===== config.mk =====
export PLATFORM = sky130hd
export DESIGN_NAME = grid_display_tx
export DESIGN_NICKNAME = d
export VERILOG_FILES = /design/src/rtl/grid_display_tx.sv
export SDC_FILE = /design/constraint.sdc
export NUM_CORES = 1
export LEC_CHECK = 0
export BUFFER_PORTS_ARGS = -buffer_cell sky130_fd_sc_hd__buf_2
export CORE_ASPECT_RATIO = 0.6
export CORE_MARGIN = 1
export CORE_UTILIZATION = 45
export CTS_CLUSTER_DIAMETER = 60
export DETAILED_ROUTE_END_ITERATION = 6
export PLACE_DENSITY = 0.67
export SYNTH_ARGS = -nofsm -noshare
export SYNTH_HDL_FRONTEND = slang
export SYNTH_SLANG_ARGS = --single-unit

===== constraint.sdc =====
create_clock -name clk -period 2.8 [get_ports clk]
set_clock_uncertainty 0.05 [all_clocks]
set_input_delay 0.14 -clock clk [delete_from_list [all_inputs] [get_ports clk]]
set_output_delay 0.14 -clock clk [all_outputs]
set_load 0.03 [all_outputs]

===== src/rtl/grid_display_tx.sv =====
`default_nettype none
// ============================================================================
// Module      : grid_display_tx
// Description : Serialises a 64-bit Game-of-Life grid snapshot, row by row, to
//               an external MAX7219-style 8x8 LED-matrix driver. Each row is
//               one 16-bit word (address byte = row+1, data byte = row bits,
//               column 7 first), shifted MSB first on sclk and loaded with a
//               latch strobe.
//               Row timing (D = CLK_DIV):
//                 16 bit slots of 2D cycles (sclk low D, high D)
//                 1 settle slot of 2D cycles (sclk held low, sdata held)
//                 latch high for D cycles, then a D-cycle gap
//               giving 36D cycles per row and 288D cycles per frame.
//               The end of the last gap returns straight to IDLE, where a
//               registered frame_done pulse marks the frame boundary.
// Options     : `define AUTO_REFRESH_EN to retransmit the held snapshot
//               whenever no new grid is offered at a frame boundary.
// Revision    : 1.0 - initial release
// ============================================================================
module grid_display_tx #(
    parameter int CLK_DIV = 4,
    parameter int ROWS    = 8
) (
    input  logic        clk,
    input  logic        reset,
    input  logic [63:0] grid_in,
    input  logic        grid_valid,
    output logic        grid_ready,
    output logic        sclk,
    output logic        sdata,
    output logic        latch,
    output logic        busy,
    output logic        frame_done
);

    localparam int DIV_W = (CLK_DIV > 1) ? $clog2(CLK_DIV) : 1;

    localparam logic [DIV_W-1:0] c_DIV_LAST = DIV_W'(CLK_DIV - 1);
    localparam logic [2:0]       c_ROW_LAST = 3'(ROWS - 1);
    // Slot index 16 is the settle slot after the last data bit.
    localparam logic [4:0]       c_BIT_TAIL = 5'd16;

    localparam logic [1:0] c_ST_IDLE  = 2'd0;
    localparam logic [1:0] c_ST_SHIFT = 2'd1;
    localparam logic [1:0] c_ST_LATCH = 2'd2;
    localparam logic [1:0] c_ST_GAP   = 2'd3;

    logic [1:0]       r_state;
    logic [1:0]       w_state_nxt;
    logic [DIV_W-1:0] r_div;
    logic             r_half;      // 0: sclk-low half of slot, 1: high half
    logic [4:0]       r_bit;
    logic [2:0]       r_row;
    logic [63:0]      r_snap;
    logic             r_frame_done;

    logic             w_div_end;
    logic             w_accept;
    logic             w_start;
    logic             w_frame_end;
    logic [7:0]       w_addr;
    logic [15:0]      w_word;

    assign w_div_end   = (r_div == c_DIV_LAST);
    assign w_accept    = (r_state == c_ST_IDLE) && grid_valid;
    assign w_frame_end = (r_state == c_ST_GAP) && w_div_end && (r_row == c_ROW_LAST);

`ifdef AUTO_REFRESH_EN
    // Every IDLE cycle starts a frame: new grid if offered, else the held one.
    assign w_start = (r_state == c_ST_IDLE);
`else
    // A frame starts only when a new grid is handed over.
    assign w_start = w_accept;
`endif

    assign w_addr = {5'd0, r_row} + 8'd1;
    assign w_word = {w_addr, r_snap[{r_row, 3'b000} +: 8]};

    // State register.
    always_ff @(posedge clk or posedge reset) begin
        if (reset) begin
            r_state <= c_ST_IDLE;
        end else begin
            r_state <= w_state_nxt;
        end
    end

    // Next-state decode; every non-idle transition happens at a divider wrap.
    always_comb begin
        w_state_nxt = r_state;
        case (r_state)
            c_ST_IDLE: begin
                if (w_start) begin
                    w_state_nxt = c_ST_SHIFT;
                end
            end
            c_ST_SHIFT: begin
                if (w_div_end && r_half && (r_bit == c_BIT_TAIL)) begin
                    w_state_nxt = c_ST_LATCH;
                end
            end
            c_ST_LATCH: begin
                if (w_div_end) begin
                    w_state_nxt = c_ST_GAP;
                end
            end
            c_ST_GAP: begin
                if (w_div_end) begin
                    w_state_nxt = (r_row == c_ROW_LAST) ? c_ST_IDLE : c_ST_SHIFT;
                end
            end
            default: begin
                w_state_nxt = c_ST_IDLE;
            end
        endcase
    end

    // Output decode from state and counters.
    always_comb begin
        grid_ready = (r_state == c_ST_IDLE);
        busy       = (r_state != c_ST_IDLE);
        latch      = (r_state == c_ST_LATCH);
        frame_done = r_frame_done;
        sclk       = 1'b0;
        sdata      = 1'b0;
        if (r_state == c_ST_SHIFT) begin
            if (r_bit == c_BIT_TAIL) begin
                // Settle slot: sclk stays low, last bit held for driver hold time.
                sdata = w_word[0];
            end else begin
                sclk  = r_half;
                sdata = w_word[4'd15 - r_bit[3:0]];
            end
        end
    end

    // Divider and half-period phase; both rest at zero in IDLE.
    always_ff @(posedge clk or posedge reset) begin
        if (reset) begin
            r_div  <= '0;
            r_half <= 1'b0;
        end else if (r_state == c_ST_IDLE) begin
            r_div  <= '0;
            r_half <= 1'b0;
        end else begin
            r_div <= w_div_end ? '0 : r_div + 1'b1;
            if ((r_state == c_ST_SHIFT) && w_div_end) begin
                r_half <= ~r_half;
            end
        end
    end

    // Bit-slot and row counters, cleared explicitly at row and frame ends.
    always_ff @(posedge clk or posedge reset) begin
        if (reset) begin
            r_bit <= '0;
            r_row <= '0;
        end else if (r_state == c_ST_IDLE) begin
            r_bit <= '0;
            r_row <= '0;
        end else begin
            if ((r_state == c_ST_SHIFT) && w_div_end && r_half) begin
                r_bit <= (r_bit == c_BIT_TAIL) ? 5'd0 : r_bit + 5'd1;
            end
            if ((r_state == c_ST_GAP) && w_div_end) begin
                r_row <= (r_row == c_ROW_LAST) ? 3'd0 : r_row + 3'd1;
            end
        end
    end

    // Snapshot capture on handshake; upstream may change grid_in afterwards.
    always_ff @(posedge clk or posedge reset) begin
        if (reset) begin
            r_snap <= '0;
        end else if (w_accept) begin
            r_snap <= grid_in;
        end
    end

    // One-cycle frame_done, coincident with the first IDLE cycle after a frame.
    always_ff @(posedge clk or posedge reset) begin
        if (reset) begin
            r_frame_done <= 1'b0;
        end else begin
            r_frame_done <= w_frame_end;
        end
    end

endmodule
`default_nettype wire


==> run_results.csv <==
group,metric,value,unit
outcome,status,"completed",
die,initial_utilization,47.2,%
finish,utilization,65.2,%
synth,async_reset_ff_share,100,%
synth,yosysTopAreaCellShare,51.7,%
critical_path,endpoint_kind,"output port",
die,die-area,0.00878,mm2
hold_path,hold_path_end,"r_snap[46]",
drt,drtAntennaViolNets,0,
timing,max_freq,371,MHz
drt,vias,2732,
synth,synth_xor_area_share,0.464,%
timing,setup_viol_count_final,0,
timing,rsz0062_at_grt,"false",
synth,post-synth-top-count-cell,"dfrtp_1",
hold_path,min-delay-start,"grid_in[46]",
critical_path,worstSetupStartpointType,"flip-flop",
finish,drive_above_1_share,42.2,%
timing,timing.slew.headroom,54.7,%
power,p_per_area,473,mW/mm2
synth,yosys_warnings,0,
drt,first_pass_iters,4,
clock_tree,cts_buffer_depth,2,
die,rows,25,
synth,synth_seq_area_share,51.7,%
synth,synth_area,0.00378,mm2
critical_path,required,2.61,ns
synth,synth_seq_cells,78,
global_route,antenna_found_initial,0,
global_route,grt_pass1_wl,14100,um
critical_path,arrival,2.50,ns
placement,gp_congestion,0.851,
global_route,grt_max_degree,65,
synth,synth.area.top_cells,"dfrtp_1, mux2_2, mux4_2",
timing,drv_slew,0,
power,pwr-share-seq,45.7,%
global_route,grt_pass1_vias,2817,
drt,drtIter0Drc,92,
synth,synth_top_family_by_area,"multiplexers",
power,power_frac_clock,48.7,%
finish,antennaDiodeCount,0,
timing,tns,0,ns
timing,hold_slack,0.00816,ns
timing,hold_viol,0,
finish,layout.nets,494,
clock_tree,post_cts_buffers,0,
power,power_frac_comb,5.6,%
power,power.internal,1990,uW
clock_tree,cts_buffers,9,
synth,synth_simple_gate_area_share,6.99,%
synth,ys.flop_type,"dfrtp_1",
drt,viasPerCell,5.15,
clock_tree,cts_tree,"built",
timing,post-route-period-util,96.2,%
die,ios,73,
synth,synth_cell_types,44,
critical_path,crit_top_cell,"buf_6",
power,switching_share,19.3,%
critical_path,reg2reg_setup_slack,0.74,ns
clock_tree,worstSkewPairLatency,0.34,ns
clock_tree,clkSlewWorstSetupHoldPaths,0.06,ns
synth,synth_compound_area_share,6.72,%
die,die_h,73.0,um
power,ir_drop,297,uV
placement,place_inst,454,
critical_path,worst-r2r-cell-count,8,
drt,wirelength,8300,um
power,switchingPower,476,uW
critical_path,rr_endpoint,"r_state[0]",
critical_path,r2r-start,"r_bit[1]",
placement,dpl.hpwl,5450,um
die,core_area,0.00801,mm2
finish,area_delta_synth_final,38.1,%
global_route,overflow,0,
synth,avgSynthCellArea,13.4,um2
hold_path,whs_path_depth,2,
critical_path,path_delay_family,"compound AO/OA/AOI/OAI gates",
timing,max_slew.worst_pin.slew,0.663,ns
clock_tree,cts_root_buf,"clkbuf_16",
synth,yosysTopAreaCell,"dfrtp_1",
clock_tree,htreeDepth,3,
global_route,grt_usage,21.5,%
synth,muxShareOfSynthArea,27.9,%
job,drv_cap,0,
finish,instances_no_fill,530,
synth,syn-num-nets,358,
clock_tree,clkSinkCount,78,
synth,synth_edf_count,0,
drt,drc_errors,0,
critical_path,crit_buf_inv,2,
placement,port_buffers,72,
hold_path,min_path_type,"input port to flip-flop",
timing,finalCriticalPeriod,2.69,ns
critical_path,crit_fanout,21,
synth,synth_cells,282,
die,die_x,120,um
synth,synthAdderAreaFrac,2.98,%
power,p_leak,0.00255,uW
critical_path,crit_type,"flip-flop to output port",
critical_path,crit_path_max_incr_delay,0.48,ns
critical_path,slowest_stage,"dfrtp_2",
drt,routedWlPerCell,15.7,um
synth,synth_top_cells_by_count,"dfrtp_1, mux2_2, nand2_1, nor2_1, clkbuf_1",
critical_path,path_cells,"buf_6 -> and2b_2 -> a211oi_1 -> o41a_1 -> a2111o_1 -> a41oi_2 -> buf_6",
==> metrics by stage <==
step                      worst slack, ns  area (um2)  total power, uW
after global routing               0.0195        5220             2560
after CTS                          0.0172        5200             2500
after global placement              0.306        4280             1220
after floorplan                     0.493        3780             1170
after detailed placement            0.266        4280             1220
final                               0.107        5220             2470
==> power by group through the flow <==
stage	Sequential [uW]	Combinational [uW]	Clock (uW)
detailed placement	1150	74.0	0
global placement	1150	73.9	0
floorplan	1150	17.4	0
global route	1130	153	1280
finish	1130	139	1200
CTS	1130	139	1240
==> repair_timing <==
item	CTS	global route
pin swaps	0	1
resized for setup	3	6
endpoints found under the hold margin	91	0
hold buffers	61	0
setup endpoints to repair	1	1
==> metal layers <==
| metal | wire [um] | global-route usage, % |
|---|---|---|
| met5 | 0 | 0 |
| met3 | 410 | 6.88 |
| met2 | 3830 | 33.7 |
| met4 | 150 | 8.37 |
| met1 | 3900 | 28.4 |
==> cell type report <==
type	count	area, um2
repair buffers	142	1080
inverters	8	30.0
clock inverters	4	72.6
clock buffers	11	233
multi-input cells	179	1710
well taps	108	135
flip-flops and latches	78	1960
fillers	644	2790
==> kinds of logic (layout without fill, tap and decap cells) <==
family / count (synthesis) / count (layout)
XOR/XNOR: 2 / 2
buffers and inverters: 25 / 165
AO/OA/AOI/OAI: 34 / 34
AND/OR/NAND/NOR: 53 / 53
adder cells (fa/ha/maj): 9 / 9
flip-flops: 78 / 78
multiplexers: 81 / 81
==> registers in the layout, indices dropped and copies added (netlist names) <==
register and flops:
r_snap 64, r_bit 5, r_row 3, r_div 2, r_state 2, frame_done 1, r_half 1
==> worst register-to-register path, cell delays in order, from the launching register on <==
cell      delay, ns
dfrtp_1        0.49
inv_1          0.23
ha_1           0.18
nor4bb_1       0.19
buf_4          0.20
nand2_1        0.06
a21oi_1        0.27
o21ai_0        0.14
a32oi_1        0.17
==> cell usage in the layout (no fill, tap or decap), drive strengths merged, types with 3 or more instances in the layout <==
cell type / Yosys / layout
a2111oi: 5 / 5
a211oi: 4 / 4
a21oi: 7 / 7
buf: 7 / 81
clkbuf: 10 / 11
dfrtp: 78 / 78
dlygate4sd3: 0 / 61
ha: 9 / 9
inv: 8 / 8
mux2: 66 / 66
mux2i: 3 / 3
mux4: 12 / 12
nand2: 13 / 13
nand2b: 3 / 3
nor2: 13 / 13
nor2b: 6 / 6
nor3: 7 / 7
o21ai: 4 / 4
==> worst max path at each step <==
stage	cells after the start	to	from	slack, ns
3_3_place_gp	7	sdata	r_row[2]	0.31
2_1_floorplan	7	sdata	r_row[2]	0.49
4_1_cts	7	sdata	r_row[2]	0.02
3_5_place_dp	7	sdata	r_row[2]	0.27
6_report	7	sdata	r_row[2]	0.11
5_1_grt	7	sdata	r_row[2]	0.02
No activity file was read; power rests on OpenSTA's default activity.
